===== config.mk =====
export PLATFORM = sky130hd
export DESIGN_NAME = inet_checksum_stream
export DESIGN_NICKNAME = d
export VERILOG_FILES = /design/src/rtl/inet_checksum_stream.sv
export SDC_FILE = /design/constraint.sdc
export NUM_CORES = 1
export LEC_CHECK = 0
export BUFFER_PORTS_ARGS = -buffer_cell sky130_fd_sc_hd__buf_2
export CAP_MARGIN = 25
export CORE_MARGIN = 5
export CORE_UTILIZATION = 25
export CTS_CLUSTER_DIAMETER = 200
export CTS_CLUSTER_SIZE = 12
export DETAILED_ROUTE_END_ITERATION = 8
export PLACE_DENSITY = 0.5
export SLEW_MARGIN = 10
export SYNTH_ARGS = -nofsm -noshare
export SYNTH_HDL_FRONTEND = slang
export SYNTH_SLANG_ARGS = --single-unit

===== constraint.sdc =====
create_clock -name clk -period 7.2 [get_ports clk]
set_input_delay 0 -clock clk [delete_from_list [all_inputs] [get_ports clk]]
set_output_delay 0 -clock clk [all_outputs]
set_load 0.03 [all_outputs]

===== src/rtl/inet_checksum_stream.sv =====
// inet_checksum_stream
//   Streaming RFC 1071 ones'-complement checksum engine. It takes 1, 2 or 4
//   bytes per cycle, accepts partial words, and handles any byte alignment
//   and odd packet lengths. Packets are framed by start / in_done.
//
//   Optional feature macro: INET_CHECKSUM_VERIFY_EN adds the `ok` output.
//
// Ports
//   clk, rst    clock, synchronous active-high reset
//   start       1-cycle pulse: clear accumulator, begin a new packet
//   inclk       input word valid this cycle
//   in          data word, first byte in the MSBs
//   in_nbytes   valid bytes in `in` (MSB-aligned), 0 = no-op, clamped to IN_BYTES
//   in_done     end of packet; may coincide with the last inclk
//   busy        high from the cycle after start until outclk
//   outclk      1-cycle pulse: out (and ok) valid
//   out         ~(folded sum), held until the next outclk
//   ok          (macro only) folded sum == 16'hFFFF, registered with outclk
module inet_checksum_stream #(
  parameter  int IN_BYTES = 1,
  localparam int NBW      = $clog2(IN_BYTES) + 1
) (
  input  logic                  clk,
  input  logic                  rst,
  input  logic                  start,
  input  logic                  inclk,
  input  logic [IN_BYTES*8-1:0] in,
  input  logic [NBW-1:0]        in_nbytes,
  input  logic                  in_done,
  output logic                  busy,
  output logic                  outclk,
  output logic [15:0]           out
`ifdef INET_CHECKSUM_VERIFY_EN
  ,
  output logic                  ok
`endif
);

  typedef enum logic [1:0] {IDLE, ACCUM, FOLD, EMIT} state_t;

  state_t      state_q, state_d;
  logic [16:0] acc_q,   acc_d;
  logic        phase_q, phase_d;
  logic [15:0] out_q,   out_d;
`ifdef INET_CHECKSUM_VERIFY_EN
  logic        ok_q,    ok_d;
`endif

  // start restarts the packet in the same cycle, so a word presented with
  // start is placed as byte 0 of the new packet.
  logic [16:0] acc_base;
  logic        phase_base;
  assign acc_base   = start ? 17'd0 : acc_q;
  assign phase_base = start ? 1'b0  : phase_q;

  logic [NBW-1:0] nb_eff;
  assign nb_eff = (in_nbytes > NBW'(IN_BYTES)) ? NBW'(IN_BYTES) : in_nbytes;

  // Each byte lands in the high half of a 16-bit lane when its global
  // position is even, the low half when odd; masked bytes contribute zero.
  logic [IN_BYTES-1:0][15:0] lane_val;
  for (genvar i = 0; i < IN_BYTES; i++) begin : g_lane
    localparam bit ODD = (i % 2) == 1;
    logic [7:0] b;
    logic       hi;
    assign b  = (NBW'(i) < nb_eff) ? in[(IN_BYTES-1-i)*8 +: 8] : 8'h00;
    assign hi = (phase_base == ODD);
    assign lane_val[i] = hi ? {b, 8'h00} : {8'h00, b};
  end

  // acc <= 0x10002 and at most 2 high + 2 low lanes keep the sum in 18 bits.
  logic [17:0] sum;
  logic [16:0] sum_fold;
  always_comb begin
    sum = {1'b0, acc_base};
    for (int i = 0; i < IN_BYTES; i++) sum = sum + 18'(lane_val[i]);
    sum_fold = {1'b0, sum[15:0]} + 17'(sum[17:16]);
  end

  always_comb begin
    state_d = state_q;
    acc_d   = acc_q;
    phase_d = phase_q;
    out_d   = out_q;
`ifdef INET_CHECKSUM_VERIFY_EN
    ok_d    = ok_q;
`endif
    if (start || state_q == ACCUM) begin
      state_d = in_done ? FOLD : ACCUM;
      acc_d   = acc_base;
      phase_d = phase_base;
      if (inclk) begin
        acc_d   = sum_fold;
        phase_d = phase_base ^ nb_eff[0];
      end
`ifdef INET_CHECKSUM_VERIFY_EN
      if (start) ok_d = 1'b0;
`endif
    end else begin
      case (state_q)
        // acc <= 0x10002 here, so one end-around fold always lands below 2^16.
        FOLD: begin
          acc_d   = {1'b0, acc_q[15:0]} + 17'(acc_q[16]);
          state_d = EMIT;
        end
        EMIT: begin
          out_d   = ~acc_q[15:0];
`ifdef INET_CHECKSUM_VERIFY_EN
          ok_d    = (acc_q[15:0] == 16'hFFFF);
`endif
          state_d = IDLE;
        end
        default: ;
      endcase
    end
  end

  always_ff @(posedge clk) begin
    if (rst) begin
      state_q <= IDLE;
      acc_q   <= '0;
      phase_q <= 1'b0;
      out_q   <= '0;
`ifdef INET_CHECKSUM_VERIFY_EN
      ok_q    <= 1'b0;
`endif
    end else begin
      state_q <= state_d;
      acc_q   <= acc_d;
      phase_q <= phase_d;
      out_q   <= out_d;
`ifdef INET_CHECKSUM_VERIFY_EN
      ok_q    <= ok_d;
`endif
    end
  end

  // A start or rst landing on the EMIT cycle aborts the packet, so the pulse
  // is gated; the result is shown directly while pulsing and then held.
  assign outclk = (state_q == EMIT) && !start && !rst;
  assign busy   = (state_q != IDLE);
  assign out    = outclk ? ~acc_q[15:0] : out_q;
`ifdef INET_CHECKSUM_VERIFY_EN
  assign ok     = outclk ? (acc_q[15:0] == 16'hFFFF) : ok_q;
`endif

endmodule


==> out/results.tsv <==
stage	metric	value	unit
sta	clk_skew	0.003418	ns
clocking	Hold Buf Count CTS	1	
placement	worst slack, placed	1.671	ns
clocking	Max clock buf depth	2	
clocking	H-Tree Depth	2	
routing	DR top layer	met4	
floorplan	DIE AREA	16160	um^2
synthesis	Synth Flop Type	dfxtp_1	
sta	fin crit share	75.51	%
hold_path	HP Class	in -> reg	
sta	setup ws final	1.763	ns
routing	antenna-violating nets left	0	
power	Flop pwr share	36.5	%
floorplan	chip width	127.1	um
worst_setup_path	r2r startpoint	phase_q	
cells_and_area	P&R area growth vs syn	13.43	%
synthesis	Cell variety after synth	68	
synthesis	area share of the largest cell type after synthesis	21.01	%
worst_setup_path	Critical Path End Type	register	
synthesis	Seq/Total Area, Yosys	21.01	%
sta	Final setup viols	0	
global_route	GRT Util Overall	12.90	%
synthesis	top area cells in the synthesized netlist	dfxtp_1 (21%), o21ai_0 (8.3%), nand2_1 (7.8%)	
worst_setup_path	CP Capture Point	acc_q[13]	
power	PwrDens	164.7	nW/um^2
worst_setup_path	WS Path Type	reg -> reg	
power	Pint	0.0004340	W
synthesis	Syn Area/Cell	7.145	um^2
floorplan	Top Ports	32	
sta	Max Fclk	0.1839	GHz
worst_setup_path	CP Cell Sequence	nor2b_1, nand3_1, fa_1, and2b_2, o2111a_1, or3_2, nand4_1, a311o_1, o21bai_1, a21oi_1, xnor2_1, ha_1, a21oi_1, a2111oi_2, nand3_1, nor3_1, nand3_1, xor2_1, o221ai_1	
floorplan	die height	127.1	um
synthesis	Post-Syn Area	3430	um^2
synthesis	ys async rst share	0	%
sta	RSZ-0062 raised after global routing	false	
sta	setup_tns	0	ns
cells_and_area	Non-Filler Instances	678	
routing	routed len/inst	15.34	um
global_route	largest net degree at the start of global routing	50	
cells_and_area	Multi-input gate area	2537	um^2
clocking	CTS tree	yes	
worst_setup_path	R2R depth	19	
floorplan	# rows	42	
worst_setup_path	Worst path most repeated cell	nand3_1	
synthesis	Post-Syn Nets	516	
worst_setup_path	Worst path max stage delay	0.54	ns
worst_setup_path	Worst Setup SP	phase_q	
placement	Routability Congestion	0.9106	
sta	Tmin final	5.437	ns
power	sw frac	32.25	%
routing	Routed WL	10.40	mm
synthesis	YS warnings	0	
worst_setup_path	data required time of the worst path	7.40	ns
sta	Hold Vio Cnt, Final	0	
clocking	Clk Latency, worst-skew pair	0.28	ns
cells_and_area	fill count	1501	
sta	Slew @ Worst Pin	0.9099	ns
clocking	Inserted Clock Buffers	5	
synthesis	number of synthesized flops with an enable pin	0	
placement	DP Wirelength	8.117	mm
clocking	setup repair bufs after CTS	0	
cells_and_area	ANT cells	0	
worst_setup_path	Worst EP arrival	5.63	ns
cells_and_area	sequential cell area	720.7	um^2
synthesis	Synth Register Bits	36	
cells_and_area	share of layout cells above drive strength 1	12.35	%
global_route	initial antenna violation count	0	
global_route	total gr overflow	0	
worst_setup_path	Crit Reg-Reg Endpoint	acc_q[13]	
sta	final worst hold slack	0.04156	ns
routing	met2 wire len	4.299	mm
routing	metal3 WL	535	um
run	max cap viols	0	
sta	Rel. slew slack	39.15	%
floorplan	core area	13350	um^2
placement	placed cell count	669	
synthesis	cells after synthesis	480	
cells_and_area	final net count	537	
routing	drt pass-1 iters	5	
worst_setup_path	R2R setup slack	1.76	ns
power	clock group share of total power	38.8	%
worst_setup_path	crit-path max FO	9	
clocking	Sink Count	36	
global_route	first-pass GRT wire length	16.99	mm
floorplan	Initial Util	25.69	%
worst_setup_path	startpoint types	register	
synthesis	leading area contributor after synthesis	dfxtp_1	
power	Peak VDD IR	0.09410	mV
global_route	vias in the first global route	3180	
routing	DR vias	3498	
clocking	Clock Pin Slew Worst Setup and Hold Paths	0.06	ns
clocking	PostCTS Resize Cnt	0	
routing	Iteration-0 DRC Markers	238	
cells_and_area	most common cell after layout, fill and taps aside	nand2_1	
power	Leakage	1.588	nW
cells_and_area	most frequent cells in the layout	nand2_1 (71), o21ai_0 (57), nor2_1 (50), dfxtp_1 (36), buf_2 (31)	
worst_setup_path	CP max-delay cell	nor2b_1	
power	switching pwr	0.0002066	W
power	combinational group share of total power	24.7	%
sta	Final Max Tran Viols	0	
routing	DRC viols	0	
status	status	finished clean	
routing	met1 wire length	5.359	mm
clocking	CTS Root Cell	clkbuf_16	
routing	drt via density	5.159	
placement	Port Buf Inserts	31	
## per-layer routing
metal	vias up	track usage (%)
li1	1766	-
met2	113	18.52
met1	1601	19.90
met4	0	3.722
met3	18	1.669
met5	-	0
## cell families after synthesis
family,Yosys count,synth area share [%]
XOR/XNOR,24,6.677
AND/OR/NAND/NOR,206,29.08
adder cells (fa/ha/maj),22,8.464
buffers and inverters,37,5.181
flip-flops,36,21.01
multiplexers,5,1.459
AO/OA/AOI/OAI,150,28.13
## power by group through the flow
stage          Clock [W]  Combinational [W]  Sequential, W
5_1_grt         0.000261           0.000175       0.000236
6_report        0.000248           0.000158       0.000234
3_5_place_dp           0           0.000156       0.000238
4_1_cts         0.000254           0.000157       0.000233
3_3_place_gp           0           0.000155       0.000237
2_1_floorplan          0           0.000119       0.000230
## through the flow
step / utilization (%) / power, W / instance area, um^2
after floorplan: - / 0.0003487 / 3430
after global placement: 27.81 / 0.0003922 / 3712
after detailed placement: 27.81 / 0.0003935 / 3712
after CTS: 29.14 / 0.0006442 / 3890
after global routing: 29.14 / 0.0006722 / 3890
final: 29.14 / 0.0006406 / 3890
## how the worst min path moves through the flow
stage	from	end	cells after the start
CTS	rst	acc_q[2]	2
global placement	in_done	state_q[0]	2
detailed placement	in_done	state_q[0]	2
finish	rst	acc_q[1]	2
floorplan	in_done	state_q[0]	1
global route	rst	acc_q[2]	2
## flip-flops by register name, summed over array words and instances (netlist names)
| register | flops |
|---|---|
| acc_q | 17 |
| out_q | 16 |
| phase_q | 1 |
| state_q | 2 |
## synthesized netlist by cell type (3+ instances only)
master,number
xor2_1,14
nor2b_1,18
o21ai_0,57
nand2b_1,4
nand2_1,71
nor2_1,50
inv_1,17
clkbuf_1,15
a21o_1,6
nor3_1,10
nand3_1,15
or3_2,3
dfxtp_1,36
o22ai_1,3
xnor2_1,9
a31oi_1,7
ha_1,20
o21a_1,4
mux2i_1,5
a211oi_1,3
nand4_1,4
a21oi_1,30
o211ai_1,10
and3_1,9
## final cells by class
| type | count | share of cell area, % |
|---|---|---|
| multi-input combinational | 407 | 65.23 |
| sequential | 36 | 18.53 |
| tap | 176 | 5.661 |
| timing repair buffer | 34 | 4.632 |
| clock buffer | 5 | 3.216 |
| inverter | 17 | 1.640 |
| clock inverter | 3 | 1.094 |
## critical path: cells and delay by family, from the launching register on
family	cells	cell delay, ns
fa+ha+maj	2	0.69
flops	1	0.32
compound gates	7	1.69
xor+xnor	2	0.36
simple gates	8	2.29
No activity file was read; power rests on OpenSTA's default activity.
